===== src/rtl/branch_predictor.sv =====
// Direct-mapped branch predictor: 2-bit direction counters plus a tagged BTB,
// looked up combinationally at fetch and trained from the resolved EX outcome.
// A misprediction raises a registered one-cycle flush with the corrected PC.
module branch_predictor #(
    parameter int IDX_BITS = 6,
    parameter int XLEN     = 32
) (
    input  logic            clk,
    input  logic            rst,
    input  logic            if_valid,
    input  logic [XLEN-1:0] if_pc,
    output logic            pred_taken,
    output logic [XLEN-1:0] pred_target,
    input  logic            ex_valid,
    input  logic            ex_cf_op,
    input  logic [XLEN-1:0] ex_pc,
    input  logic            ex_taken,
    input  logic [XLEN-1:0] ex_target,
    input  logic            ex_pred_taken,
    input  logic [XLEN-1:0] ex_pred_target,
    output logic            flush,
    output logic [XLEN-1:0] redirect_pc,
    output logic [31:0]     mispredict_count
);
    localparam int ENTRIES = 1 << IDX_BITS;
    localparam int TAG_W   = XLEN - IDX_BITS - 2;
    localparam logic [XLEN-1:0] PC_STEP = XLEN'(4);

    // Saturating 2-bit direction counter step.
    function automatic logic [1:0] ctr_step(input logic [1:0] c, input logic up);
        if (up)
            return (c == 2'b11) ? c : c + 2'd1;
        else
            return (c == 2'b00) ? c : c - 2'd1;
    endfunction

    // Mispredict counter increment that sticks at all-ones.
    function automatic logic [31:0] count_sat_inc(input logic [31:0] c);
        return (c == 32'hFFFF_FFFF) ? c : c + 32'd1;
    endfunction

    logic [1:0]       cnt_q    [ENTRIES];
    logic [ENTRIES-1:0] valid_q;
    logic [TAG_W-1:0] tag_q    [ENTRIES];
    logic [XLEN-1:0]  target_q [ENTRIES];

    logic [IDX_BITS-1:0] if_idx;
    logic [IDX_BITS-1:0] ex_idx;
    logic [TAG_W-1:0]    if_tag;
    logic [TAG_W-1:0]    ex_tag;
    logic                if_hit;
    logic                upd_p0;
    logic                mis_p0;
    logic                unused_pc_bits;

    assign if_idx = if_pc[IDX_BITS+1:2];
    assign if_tag = if_pc[XLEN-1:IDX_BITS+2];
    assign ex_idx = ex_pc[IDX_BITS+1:2];
    assign ex_tag = ex_pc[XLEN-1:IDX_BITS+2];
    // Instructions are word aligned, so the low PC bits carry no information.
    assign unused_pc_bits = ^{if_pc[1:0], ex_pc[1:0]};

    // Stage p0: fetch lookup against pre-edge table contents (no bypass).
    assign if_hit      = valid_q[if_idx] && (tag_q[if_idx] == if_tag);
    assign pred_taken  = if_valid && if_hit && cnt_q[if_idx][1];
    assign pred_target = pred_taken ? target_q[if_idx] : if_pc + PC_STEP;

    // An EX instruction in the flush cycle is wrong-path and is ignored.
    assign upd_p0 = ex_valid && ex_cf_op && !flush;
    assign mis_p0 = upd_p0 && ((ex_taken != ex_pred_taken) ||
                               (ex_taken && (ex_target != ex_pred_target)));

    // Direction counters and BTB valid bits train on every resolved branch.
    always_ff @(posedge clk or posedge rst) begin
        if (rst) begin
            for (int i = 0; i < ENTRIES; i++) cnt_q[i] <= 2'b01;
            valid_q <= '0;
        end else if (upd_p0) begin
            cnt_q[ex_idx] <= ctr_step(cnt_q[ex_idx], ex_taken);
            if (ex_taken) valid_q[ex_idx] <= 1'b1;
        end
    end

    // Tag and target are only written on taken outcomes; valid qualifies them.
    always_ff @(posedge clk) begin
        if (upd_p0 && ex_taken) begin
            tag_q[ex_idx]    <= ex_tag;
            target_q[ex_idx] <= ex_target;
        end
    end

    // Stage p1: registered flush, redirect PC and mispredict statistics.
    always_ff @(posedge clk or posedge rst) begin
        if (rst) begin
            flush            <= 1'b0;
            redirect_pc      <= '0;
            mispredict_count <= '0;
        end else begin
            flush <= mis_p0;
            if (mis_p0) begin
                redirect_pc      <= ex_taken ? ex_target : ex_pc + PC_STEP;
                mispredict_count <= count_sat_inc(mispredict_count);
            end
        end
    end

endmodule


===== config.mk =====
export PLATFORM = sky130hd
export DESIGN_NAME = branch_predictor
export DESIGN_NICKNAME = d
export VERILOG_FILES = /design/src/rtl/branch_predictor.sv
export SDC_FILE = /design/constraint.sdc
export NUM_CORES = 2
export LEC_CHECK = 0
export CAP_MARGIN = 20
export CELL_PAD_IN_SITES_DETAIL_PLACEMENT = 2
export CELL_PAD_IN_SITES_GLOBAL_PLACEMENT = 2
export CORE_MARGIN = 3
export CORE_UTILIZATION = 45
export DETAILED_ROUTE_END_ITERATION = 7
export PLACE_DENSITY_LB_ADDON = 0.05
export SLEW_MARGIN = 20
export SYNTH_ARGS = -nofsm -noshare
export SYNTH_HDL_FRONTEND = slang
export SYNTH_SLANG_ARGS = --single-unit

===== constraint.sdc =====
create_clock -name clk -period 8.4 [get_ports clk]
set_clock_uncertainty 0.15 [all_clocks]
set_input_delay 0.84 -clock clk [delete_from_list [all_inputs] [get_ports clk]]
set_output_delay 0.84 -clock clk [all_outputs]
set_load 0.005 [all_outputs]

==> impl_results.md <==
* DRT Pass-1 Iters at 6
* Worst hold path class: primary input to flip-flop
* CTS max path bufs at 4
* Yosys reg bits at around 3800
* Setup WS pre-CTS at about 0.72 ns
* Initial antenna violation count at 39
* Largest net degree at the start of global routing at between 100 and 150
* Worst skew pair latency at roughly 0.97 ns
* Synth top area cells: edfxtp_1 (71%), mux4_2 (15%), dfrtp_1 (3.2%)
* # setup viols final at 0
* Tot Pwr at between 0.04 and 0.05 W
* Tmin final at 7.84 ns
* IO buf count at around 230
* Die Span Y at between 500 and 600 um
* Final Cycle Share at between 90% and 100%
* Core area at 332000 um2
* CP delay by family, top: simple AND/OR/NAND/NOR gates
* Setup Buffers After CTS at 0
* Routed WL per cell at between 40 and 50 um
* Synth top cells by count: edfxtp_1 (3584), mux4_2 (1037), nand2_1 (223)
* Worst Path Required at 7.41 ns
* Hold Fails Final Rpt at 0
* Area leader, netlist: edfxtp_1
* Die X at a little under 600 um
* Min setup slack post-route at around 0.56 ns
* CTS tree: done
* Drt first-iter violations at roughly 13000
* Die area at between 300000 and 400000 um2
* Post-synth EDFFs at roughly 3600
* GRT Util Overall at between 30% and 40%
* Hold Buf Count CTS at 0
* Slowest Stage Delay on Critical Path at between 0.9 and 1 ns
* First-pass GRT wire length at 812 mm
* Top-Level Pins at about 230
* GR Overflow Total at 0
* Via-to-Cell Ratio at 6.84
* Via count at ~83000
* Synth cell types at 87
* LEAKAGE at ~56 nW
* CP Cell Sequence: buf_2 -> inv_6 -> nor2_1 -> o211ai_1 -> o211ai_1 -> xor2_1 -> buf_4 -> a21boi_0 -> nor4b_2 -> nand4_4 -> buf_4 -> mux2_4 -> clkdlybuf4s50_1
* Most frequent cell after synthesis: edfxtp_1
* PD cells at approximately 240 nW/um2
* RSZ-0062 raised after global routing: no
* Arr. time, crit path at approximately 6.9 ns
* Post_cts resized at 0
* Slew margin rel. at between 10 and 15%
* Post-synthesis sequential area ratio at roughly three quarters
* CP endpoint kind: output pin
* Number of global-route vias before repair at between 80000 and 90000
* Row cnt at ~210
* Sink Count at about 3800
* Max Fclk at about 130 MHz
* Maximum fanout along the worst path at 25
* Area growth syn-to-layout at 15.4%
* Antenna violation net count after detailed routing at 0
* Nets at between 7000 and 8000
* Mapped Cells at between 6000 and 7000
* Synth Warn # at 0
* MaxCap Viol Count at 0
* Worst-path clk slew at about 0.06 ns
* Mapped Nets at roughly 7000
* Fill cells at roughly 28000
* Worst path bufs/invs at 5
* Status: complete, no violations
* Yosys top cell area share at between 70% and 80%
* CTS Root Cell: clkbuf_16
* Max-slew violation count at 0
* H-tree levels at 5
* Setup TNS at 0 ns
* DR DRC count at 0
* Crit start category: primary input
* CTS Buf Count at 410
* Layout cells sized above 1 at roughly a third
* Most used DFF post-synth: edfxtp_1
* Critical path class: primary input to output pin
* Dpl hpwl at between 300 and 400 mm
* Post-synth ARST share at under 10%
* Worst IR drop on VDD at roughly 0.00023 V
* CP max stage cell: nor2_1
* Mean Syn Cell Area at between 20 and 25 um2
* Gpl congestion at just over 0.8
* WL final at 604 mm
* Worst slew pin tran at around 1.3 ns
* Cell area after synthesis at between 150000 and 200000 um2
* Initial Util at 45.4%
-- cells by family (layout without fill, tap and decap cells) --
kind of cell	after synthesis	count (layout)	synth area share, %
fa+ha+maj	5	5	0.0382
mux	1366	1366	17.9
other cells	0	14	0
buf+inv	389	1331	1.24
xor+xnor	140	140	0.814
compound gates	390	390	1.84
flops	3841	3841	75.7
simple gates	728	728	2.40
-- final timing paths --
check                           slack (ns)                     from                     endpoint  cells past startpoint
worst max-delay path                  0.56                 if_pc[7]              pred_target[27]                     13
worst min-delay path                  0.17            ex_target[25]   target_q[61][25]$_DFFE_PP_                      1
worst max register to register        4.37    cnt_q[59]$_DFFE_PP0P_       cnt_q[110]$_DFFE_PP1P_                      8
worst min register to register        0.32  valid_q[29]$_DFFE_PP0P_      valid_q[29]$_DFFE_PP0P_                      1
max in group asynchronous             6.32                      rst  redirect_pc[31]$_DFFE_PP0P_                      3
min in group asynchronous             0.33                      rst        cnt_q[59]$_DFFE_PP0P_                      2
-- registers in the layout, indices dropped and copies added, names as in the netlist --
register	flops
tag_q	1536
redirect_pc	32
mispredict_count	32
target_q	2048
cnt_q	128
flush	1
valid_q	64
-- worst reg2reg max path: stages (launching register included) --
cell and delay, ns:
dfrtp_1 0.44, mux2i_1 0.12, mux4_2 0.49, o211ai_1 0.12, o31ai_1 0.21, o311ai_0 0.67
maj3_1 0.97, buf_4 0.53, mux2_2 0.27
-- report_power, final --
group	total [W]	switching [W]	leakage, nW	internal [W]
sequential	0.0212	0.000102	35.5	0.0211
clock	0.0185	0.00799	6.49	0.0106
combinational	0.00253	0.00157	14.0	0.000961
-- stage by stage --
stage | util, % | instance area [um2] | hold slack, ns | std cells
2_1_floorplan | - | 151000 | 0.281 | 6859
3_3_place_gp | 48.4 | 161000 | 0.294 | 11400
3_5_place_dp | 48.4 | 161000 | 0.300 | 11400
4_1_cts | 52.4 | 174000 | 0.0887 | 12200
5_1_grt | 52.4 | 174000 | 0.146 | 12200
6_report | 52.4 | 174000 | 0.166 | 12200
-- layer usage --
metal,track usage (%),part of all wire [%],wire [um],vias up
met5,0,0.0088,53,-
met3,5.58,8.3,50000,1060
met1,47.0,37,226000,46900
met2,57.5,49,294000,5308
met4,17.1,5.6,33700,8
li1,-,-,-,30100
-- cells in the final DEF, fill, tap and decap left out, types with 65 or more instances in the layout --
master	netlist	layout
dfrtp_1	193	193
nor2_4	0	65
xnor2_1	83	79
clkbuf_1	175	73
or2_2	69	69
clkinv_2	0	80
clkbuf_16	0	422
mux4_2	1037	1037
mux2i_1	112	112
clkinv_1	0	79
a22oi_1	90	90
nand2_1	223	223
clkdlybuf4s50_1	0	165
nor2_1	157	91
nand3_1	84	84
mux2_2	188	188
edfxtp_1	3584	3584
buf_12	0	82
buf_4	33	268
-- area by class of cell --
type | count | area (um2) | area share [%]
clock inverter | 239 | 2370 | 1.36
inverter | 13 | 68.8 | 0.0396
timing repair buffer | 579 | 5700 | 3.28
clock buffer | 500 | 10900 | 6.27
sequential | 3841 | 114000 | 65.6
tap | 4366 | 5460 | 3.14
antenna | 14 | 35.0 | 0.0201
multi-input combinational | 2629 | 35300 | 20.3
Power figures use the tool's default switching activity.
